## config.mk

```make
export PLATFORM = sky130hd
export DESIGN_NAME = vga_sync
export DESIGN_NICKNAME = d
export VERILOG_FILES = /design/src/rtl/vga_timing_pkg.sv /design/src/rtl/pix_tick_gen.sv /design/src/rtl/vga_sync.sv
export SDC_FILE = /design/constraint.sdc
export NUM_CORES = 1
export LEC_CHECK = 0
export BUFFER_PORTS_ARGS = -buffer_cell sky130_fd_sc_hd__buf_2
export CAP_MARGIN = 20
export CORE_MARGIN = 4
export CORE_UTILIZATION = 49
export CTS_CLUSTER_SIZE = 12
export DETAILED_ROUTE_END_ITERATION = 7
export PLACE_DENSITY = 0.75
export REMOVE_ABC_BUFFERS = 1
export SYNTH_ARGS = -nofsm -noshare
export SYNTH_HDL_FRONTEND = slang
export SYNTH_HIERARCHICAL = 1
export SYNTH_SLANG_ARGS = --single-unit
export TNS_END_PERCENT = 50
```

## constraint.sdc

```tcl
create_clock -name Clk_100M -period 2 [get_ports Clk_100M]
set_input_delay 0.3 -clock Clk_100M [delete_from_list [all_inputs] [get_ports Clk_100M]]
set_output_delay 0.3 -clock Clk_100M [all_outputs]
set_load 0.02 [all_outputs]
```

## src/rtl/vga_timing_pkg.sv

```systemverilog
// 640x480 @ 60 Hz timing constants shared by the VGA sync path.
package vga_timing_pkg;

    localparam int CLK_PER_PIX = 4;

    localparam int H_DISPLAY = 640;
    localparam int H_FRONT   = 16;
    localparam int H_SYNC    = 96;
    localparam int H_BACK    = 48;
    localparam int H_TOTAL   = H_DISPLAY + H_FRONT + H_SYNC + H_BACK;

    localparam int V_DISPLAY = 480;
    localparam int V_FRONT   = 10;
    localparam int V_SYNC    = 2;
    localparam int V_BACK    = 33;
    localparam int V_TOTAL   = V_DISPLAY + V_FRONT + V_SYNC + V_BACK;

    localparam int COORD_W = 10;

    typedef logic [COORD_W-1:0] coord_t;

    // Half-open window test used for the sync pulse decode.
    function automatic logic in_window(input coord_t c, input coord_t lo, input coord_t hi);
        return (c >= lo) && (c < hi);
    endfunction

endpackage

```

## src/rtl/pix_tick_gen.sv

```systemverilog
// Pixel-rate enable: one-cycle p_tick every DIV system clocks.
module pix_tick_gen
    import vga_timing_pkg::*;
#(
    parameter int DIV = CLK_PER_PIX
) (
    input  logic Clk_100M,
    input  logic Reset,
    output logic p_tick
);

    localparam int DIV_W = (DIV > 1) ? $clog2(DIV) : 1;
    localparam logic [DIV_W-1:0] DIV_LAST = DIV_W'(DIV - 1);

    logic [DIV_W-1:0] div_q;
    logic [DIV_W-1:0] div_d;

    always_comb begin
        div_d = (div_q == DIV_LAST) ? '0 : div_q + 1'b1;
    end

    always_ff @(posedge Clk_100M) begin
        if (Reset) begin
            div_q <= '0;
        end else begin
            div_q <= div_d;
        end
    end

    assign p_tick = (div_q == DIV_LAST);

endmodule

```

## src/rtl/vga_sync.sv

```systemverilog
// VGA sync generator on the 100 MHz clock: h/v counters stepped by p_tick,
// with sync/visible decode registered alongside the counters.
module vga_sync
    import vga_timing_pkg::*;
#(
    parameter int CLK_PER_PIX = vga_timing_pkg::CLK_PER_PIX,
    parameter int H_DISPLAY   = vga_timing_pkg::H_DISPLAY,
    parameter int H_FRONT     = vga_timing_pkg::H_FRONT,
    parameter int H_SYNC      = vga_timing_pkg::H_SYNC,
    parameter int H_BACK      = vga_timing_pkg::H_BACK,
    parameter int V_DISPLAY   = vga_timing_pkg::V_DISPLAY,
    parameter int V_FRONT     = vga_timing_pkg::V_FRONT,
    parameter int V_SYNC      = vga_timing_pkg::V_SYNC,
    parameter int V_BACK      = vga_timing_pkg::V_BACK
) (
    input  logic               Clk_100M,
    input  logic               Reset,
    output logic               hsync,
    output logic               vsync,
    output logic               video_on,
    output logic [COORD_W-1:0] pixel_x,
    output logic [COORD_W-1:0] pixel_y,
    output logic               p_tick,
    output logic               frame_end
);

    localparam int H_TOT = H_DISPLAY + H_FRONT + H_SYNC + H_BACK;
    localparam int V_TOT = V_DISPLAY + V_FRONT + V_SYNC + V_BACK;

    localparam coord_t H_LAST   = coord_t'(H_TOT - 1);
    localparam coord_t V_LAST   = coord_t'(V_TOT - 1);
    localparam coord_t H_VIS    = coord_t'(H_DISPLAY);
    localparam coord_t V_VIS    = coord_t'(V_DISPLAY);
    localparam coord_t HS_START = coord_t'(H_DISPLAY + H_FRONT);
    localparam coord_t HS_END   = coord_t'(H_DISPLAY + H_FRONT + H_SYNC);
    localparam coord_t VS_START = coord_t'(V_DISPLAY + V_FRONT);
    localparam coord_t VS_END   = coord_t'(V_DISPLAY + V_FRONT + V_SYNC);

    coord_t h_q, h_d;
    coord_t v_q, v_d;
    logic   hsync_q, vsync_q, video_on_q;

    pix_tick_gen #(
        .DIV (CLK_PER_PIX)
    ) u_pix_tick_gen (
        .Clk_100M (Clk_100M),
        .Reset    (Reset),
        .p_tick   (p_tick)
    );

    always_comb begin
        h_d = h_q;
        v_d = v_q;
        if (p_tick) begin
            if (h_q == H_LAST) begin
                h_d = '0;
                v_d = (v_q == V_LAST) ? '0 : v_q + 1'b1;
            end else begin
                h_d = h_q + 1'b1;
            end
        end
    end

    // Decode from the next-state counters so flags line up with pixel_x/pixel_y.
    always_ff @(posedge Clk_100M) begin
        if (Reset) begin
            h_q        <= '0;
            v_q        <= '0;
            hsync_q    <= 1'b1;
            vsync_q    <= 1'b1;
            video_on_q <= 1'b1;
        end else begin
            h_q        <= h_d;
            v_q        <= v_d;
            hsync_q    <= !in_window(h_d, HS_START, HS_END);
            vsync_q    <= !in_window(v_d, VS_START, VS_END);
            video_on_q <= (h_d < H_VIS) && (v_d < V_VIS);
        end
    end

    assign hsync     = hsync_q;
    assign vsync     = vsync_q;
    assign video_on  = video_on_q;
    assign pixel_x   = h_q;
    assign pixel_y   = v_q;
    assign frame_end = p_tick && (h_q == H_LAST) && (v_q == V_LAST);

endmodule

```

After elaboration in Yosys (flattened, before gate mapping)
Index checks and enable logic that the tools add are counted.

Order comparisons: 6. Shift-type cells: 0. Muxes and demuxes: 5. Div/mod/pow operators: 0. Equality and inequality tests: 3. Reduce and logical (&&, ||, !) cells: 8. $mul: 0. Bitwise gates (word level): 0. Add/sub/neg operators: 3.

Operator list (number): $mux 10 (5); $add 10x1->10 const B (2); $eq 10x10->1 const B (2); $lt 10x10->1 const B (2); $lt 10x9->1 const B (2); $ge 10x10->1 const B (1); $ge 10x9->1 const B (1); $logic_and 1x1->1 (5); $add 2x1->2 const B (1); $eq 2x2->1 const B (1); $logic_not 1->1 (2); $reduce_or 2->1 (1).

Output and inout port bits: 25. Memory bits (writable): 0. Latch bits: 0. Bits in registers: 25. Logic and storage cells: 31. Input bits: 2. Memories: 0. Memory bits (read-only): 0.

Depth between registers and ports, before layout
Depth after elaboration: 7. Gate-level depth with buffers: 9. Mapped depth without buffers: 8.

Cells and area by module
Netlist, hierarchy kept.

Modules (own cells, without submodules): vga_sync (instances 1, cells an instance 162, area each 1326.3 um^2, sequential area each 460.4 um^2); pix_tick_gen (instances 1, cells an instance 5, area each 75.1 um^2, sequential area each 40.0 um^2).

Worst setup path after synthesis
Ideal clock, no wire load.

Path kind: reg2reg. From: register u_pix_tick_gen.div_q[0]. To: register vsync_q (netlist: vsync). Path buffers: 2. Required time: 1.869 ns. Stages on the path, launching flop included: 10. Clock period less this slack: 2.156 ns. Arrival: 2.026 ns. Path slack: -0.156 ns. Library setup time: 0.131 ns. Path through: dfxtp_1 > ha_1 > and3_1 > buf_4 > and4_1 > buf_4 > a31oi_1 > or3_1 > nor3_2 > nand4_1.

Word-level cells in the longest chain between the ends: 5. Elaborated cells between the ends (all ways): 6. Those cells by class: order compare (2); eq/ne (1); mux (1); reduce/logical (2).

Ends and longest elaborated chain: from (decl) (RTL line pix_tick_gen.sv:15) `logic [DIV_W-1:0] div_q;`; from (signal assigned) (RTL line pix_tick_gen.sv:26) `div_q <= div_d;`; $eq 2x2->1 * (RTL line pix_tick_gen.sv:30) `assign p_tick = (div_q == DIV_LAST);`; via p_tick (RTL line vga_sync.sv:23) `output logic p_tick,`; $mux 10 * (RTL line vga_sync.sv:54) `if (p_tick) begin`; $ge 10x9->1 / $lt 10x9->1 (equally long branches) (RTL line vga_timing_pkg.sv:24) `return (c >= lo) && (c < hi);`; $logic_and 1x1->1 * (RTL line vga_timing_pkg.sv:24); $logic_not 1->1 * (RTL line vga_sync.sv:76) `vsync_q <= !in_window(v_d, VS_START, VS_END);`; to (signal assigned) (RTL line vga_sync.sv:76); to (decl) (RTL line vga_sync.sv:41) `logic hsync_q, vsync_q, video_on_q;`.

The timed path passes the listed nets; every way through them passes the cells marked *. A chain may end at the register's enable or synchronous reset.

Worst setup path in the final report
From: register u_pix_tick_gen.div_q[1]. To: output frame_end.

Word-level cells in the longest chain between the ends: 3.

Ends and longest elaborated chain: $eq 2x2->1 (RTL line pix_tick_gen.sv:30); $logic_and 1x1->1 (2 in a row) (RTL line vga_sync.sv:86) `assign frame_end = p_tick && (h_q == H_LAST) && (v_q == V_LAST);`; to (decl) (RTL line vga_sync.sv:24) `output logic frame_end`.

Every way passes these cells.

==> impl_metrics.ini <==
[clock_tree]
cts_buffers = 3
cts_tree = yes
clock_sinks = 25
root_buffer = clkbuf_4
cts_htree_levels = 1
clk_pin_slew_ns = 0.14
clockBufferDepth = 2
clock_latency_ns = 0.31

[worst_setup_path]
slowest_stage = dfxtp_1
critPathLaunchType = flop
max_stage_delay_ns = 0.37
worstPathArrival_ns = 1.61
crit_path_cell_trace = ha_4 > and3_4 > nand4_2 > buf_6 > nor2_2 > buf_6
crit_top_cell = buf_6
critPathRequiredTime_ns = 1.70
crit_path_end_kind = primary output
cp_max_fo = 6
ff2ff_setup_slack_ns = 0.17
crit_buf_inv = 2
path_delay_family = simple AND/OR/NAND/NOR gates
worstSetupPathType = reg2out

[synthesis]
synthesis.area_um2 = 1400
syn_area_per_cell_um2 = 8.39
yosys_warnings = 6
synthesis.instances = 167
ys_seq_elements = 25
ys_dominant_reg_cell = dfxtp_1
synthDistinctLibCells = 44
async_flop_share = 0
synth-edff-count = 0
seq_area_frac_synth = 0.357

[floorplan]
core-area_um2 = 2730
initial_core_util = 0.513
die_x_um = 61.5
io_pins = 27
fp.dieH_um = 61.5
rows = 19
die_area_um2 = 3780

[final_layout]
diodes = 0
final_nets = 218
area_growth_pct = 27.0
design_area_um2 = 1780
drive_gt1_frac = 0.370

[route]
dr_wl_met2_um = 1700
drtIter0Drc = 62
dr.pass1.iters = 4
vias = 1348
drc = 0
top_layer = met4
met1_length_um = 1470
post_drt_wl_per_cell_um = 14.1
routed_wl_um = 3400
viasPerCell = 5.57
antenna_left = 0
wl_met3_um = 205

[sta]
period_needed_ns = 1.91
rsz0062_at_grt = no
max_freq_ghz = 0.523
finalMaxSlewViolations = 0
finalCritPeriodShare = 0.956
tns_ns = 0
worst_slew_pin_slew_ns = 0.321
hold_viol = 0
setup_viol_count_final = 0
fin_skew_ns = 0.00758
slew_headroom = 0.784

[run_status]
status = complete, no violations

[global_routing]
grt_pass1_vias = 1247
overflow = 0
grt_pass1_wl_um = 5440
grt_antenna_before_repair = 0
grtUsageTotal = 0.190
grt_max_degree = 15

[power_and_ir_drop]
worst_ir_drop_vdd_v = 0.000397
pwr_density_cell_nw_per_um2 = 438
p_leak_nw = 0.714

[placed_design]
placed_area_um2 = 1630
hpwl_um = 2470
gp_congestion = 0.855
portBuffers = 26

[min_path]
hp-class = in2reg

[flow_run]
maxCapViolCount = 0
-- flip-flops by register name, indices dropped and copies added (netlist names) --
signal	count
video_on	1
u_pix_tick_gen/div_q	2
pixel_x	10
vsync	1
pixel_y	10
hsync	1
-- power breakdown --
part	switching, mW	internal (mW)	leakage (nW)
registers	0.00544	0.504	0.207
logic	0.0248	0.0238	0.490
clock network	0.146	0.0747	0.0177
total	0.176	0.603	0.714
-- per-layer routing --
metal	global-route usage	vias to the layer above
met5	0	-
met4	0.0727	0
met3	0.0419	4
met2	0.316	45
met1	0.239	624
li1	-	675
-- placed cells by master (no fill, tap or decap), types with 3 or more instances in the layout --
| cell type | count |
|---|---|
| nor2_1 | 26 |
| buf_2 | 25 |
| buf_4 | 21 |
| dfxtp_1 | 16 |
| nand2_1 | 11 |
| xnor2_1 | 9 |
| dfxtp_2 | 8 |
| a21oi_1 | 7 |
| xor2_1 | 6 |
| nand3_1 | 5 |
| nor3_1 | 5 |
| a31oi_1 | 5 |
| inv_1 | 4 |
| nor3_2 | 4 |
| o21ai_0 | 4 |
| and3_1 | 3 |
| nand4_1 | 3 |
| o211ai_1 | 3 |
| clkbuf_4 | 3 |
-- worst register-to-register path, delay by kind of cell, from the launching register on --
family,cells,cell delay (ns)
simple gates,5,0.69
flops,1,0.36
buf+inv,2,0.29
compound gates,1,0.21
fa+ha+maj,1,0.18
-- synth_stat cells, types with 2 or more instances --
cell / n / share of area
nor2_1: 27 / 0.072
dfxtp_1: 25 / 0.36
nand2_1: 11 / 0.029
xnor2_1: 9 / 0.056
a21oi_1: 7 / 0.025
inv_1: 6 / 0.016
xor2_1: 6 / 0.037
a31oi_1: 5 / 0.022
nand3_1: 5 / 0.018
nor3_1: 5 / 0.018
and3_1: 4 / 0.018
ha_1: 4 / 0.036
nor3_2: 4 / 0.029
o21ai_0: 4 / 0.014
buf_2: 3 / 0.011
nand4_1: 3 / 0.013
o211ai_1: 3 / 0.016
buf_4: 2 / 0.011
clkbuf_1: 2 / 0.0054
mux2i_1: 2 / 0.014
nand2b_1: 2 / 0.0089
nand4_2: 2 / 0.018
nand4b_1: 2 / 0.013
nor2b_1: 2 / 0.0089
o21ai_1: 2 / 0.0071
or2_1: 2 / 0.0089
-- path summary, 6_finish.rpt --
| path | from | end | cells after the start |
|---|---|---|---|
| setup reg to reg | u_pix_tick_gen/div_q[0] | vsync | 9 |
| setup / recovery | u_pix_tick_gen/div_q[1] | frame_end | 6 |
| hold / removal | Reset | pixel_x[4] | 2 |
| hold reg to reg | u_pix_tick_gen/div_q[0] | u_pix_tick_gen/div_q[0] | 2 |
-- stage by stage --
stage	hold slack, ns	instances	power [mW]	util	setup WS (ns)
4_1_cts	0.307	239	0.792	0.635	0.00235
5_1_grt	0.332	242	0.822	0.651	0.000129
2_1_floorplan	0.369	159	0.543	-	-0.188
3_3_place_gp	0.415	231	0.560	0.598	0.106
3_5_place_dp	0.422	231	0.562	0.598	0.00662
6_report	0.321	242	0.779	0.651	0.0880
-- area by class of cell --
type                            instances  area (um2)
Clock buffer                            3        22.5
Tap cell                               31        38.8
Fill cell                             227         955
Sequential cell                        25         514
Inverter                                6        22.5
Multi-Input combinational cell        128         871
Timing Repair Buffer                   48         305
Clock inverter                          1        5.00
-- repair_timing --
item,CTS,global route
pin swaps,3,2
resized for setup,17,7
hold buffers,0,0
buffers inserted,4,3
setup endpoints to repair,2,1
-- logic make-up (layout without fill, tap and decap cells) --
group,after synthesis,in the layout,synth area share
AO/OA/AOI/OAI,27,27,0.120
XOR/XNOR,15,15,0.0938
adder cells (fa/ha/maj),4,4,0.0357
buffers and inverters,14,58,0.0509
flip-flops,25,25,0.357
multiplexers,2,2,0.0143
AND/OR/NAND/NOR,80,80,0.329
(Power assumes the default switching activity.)
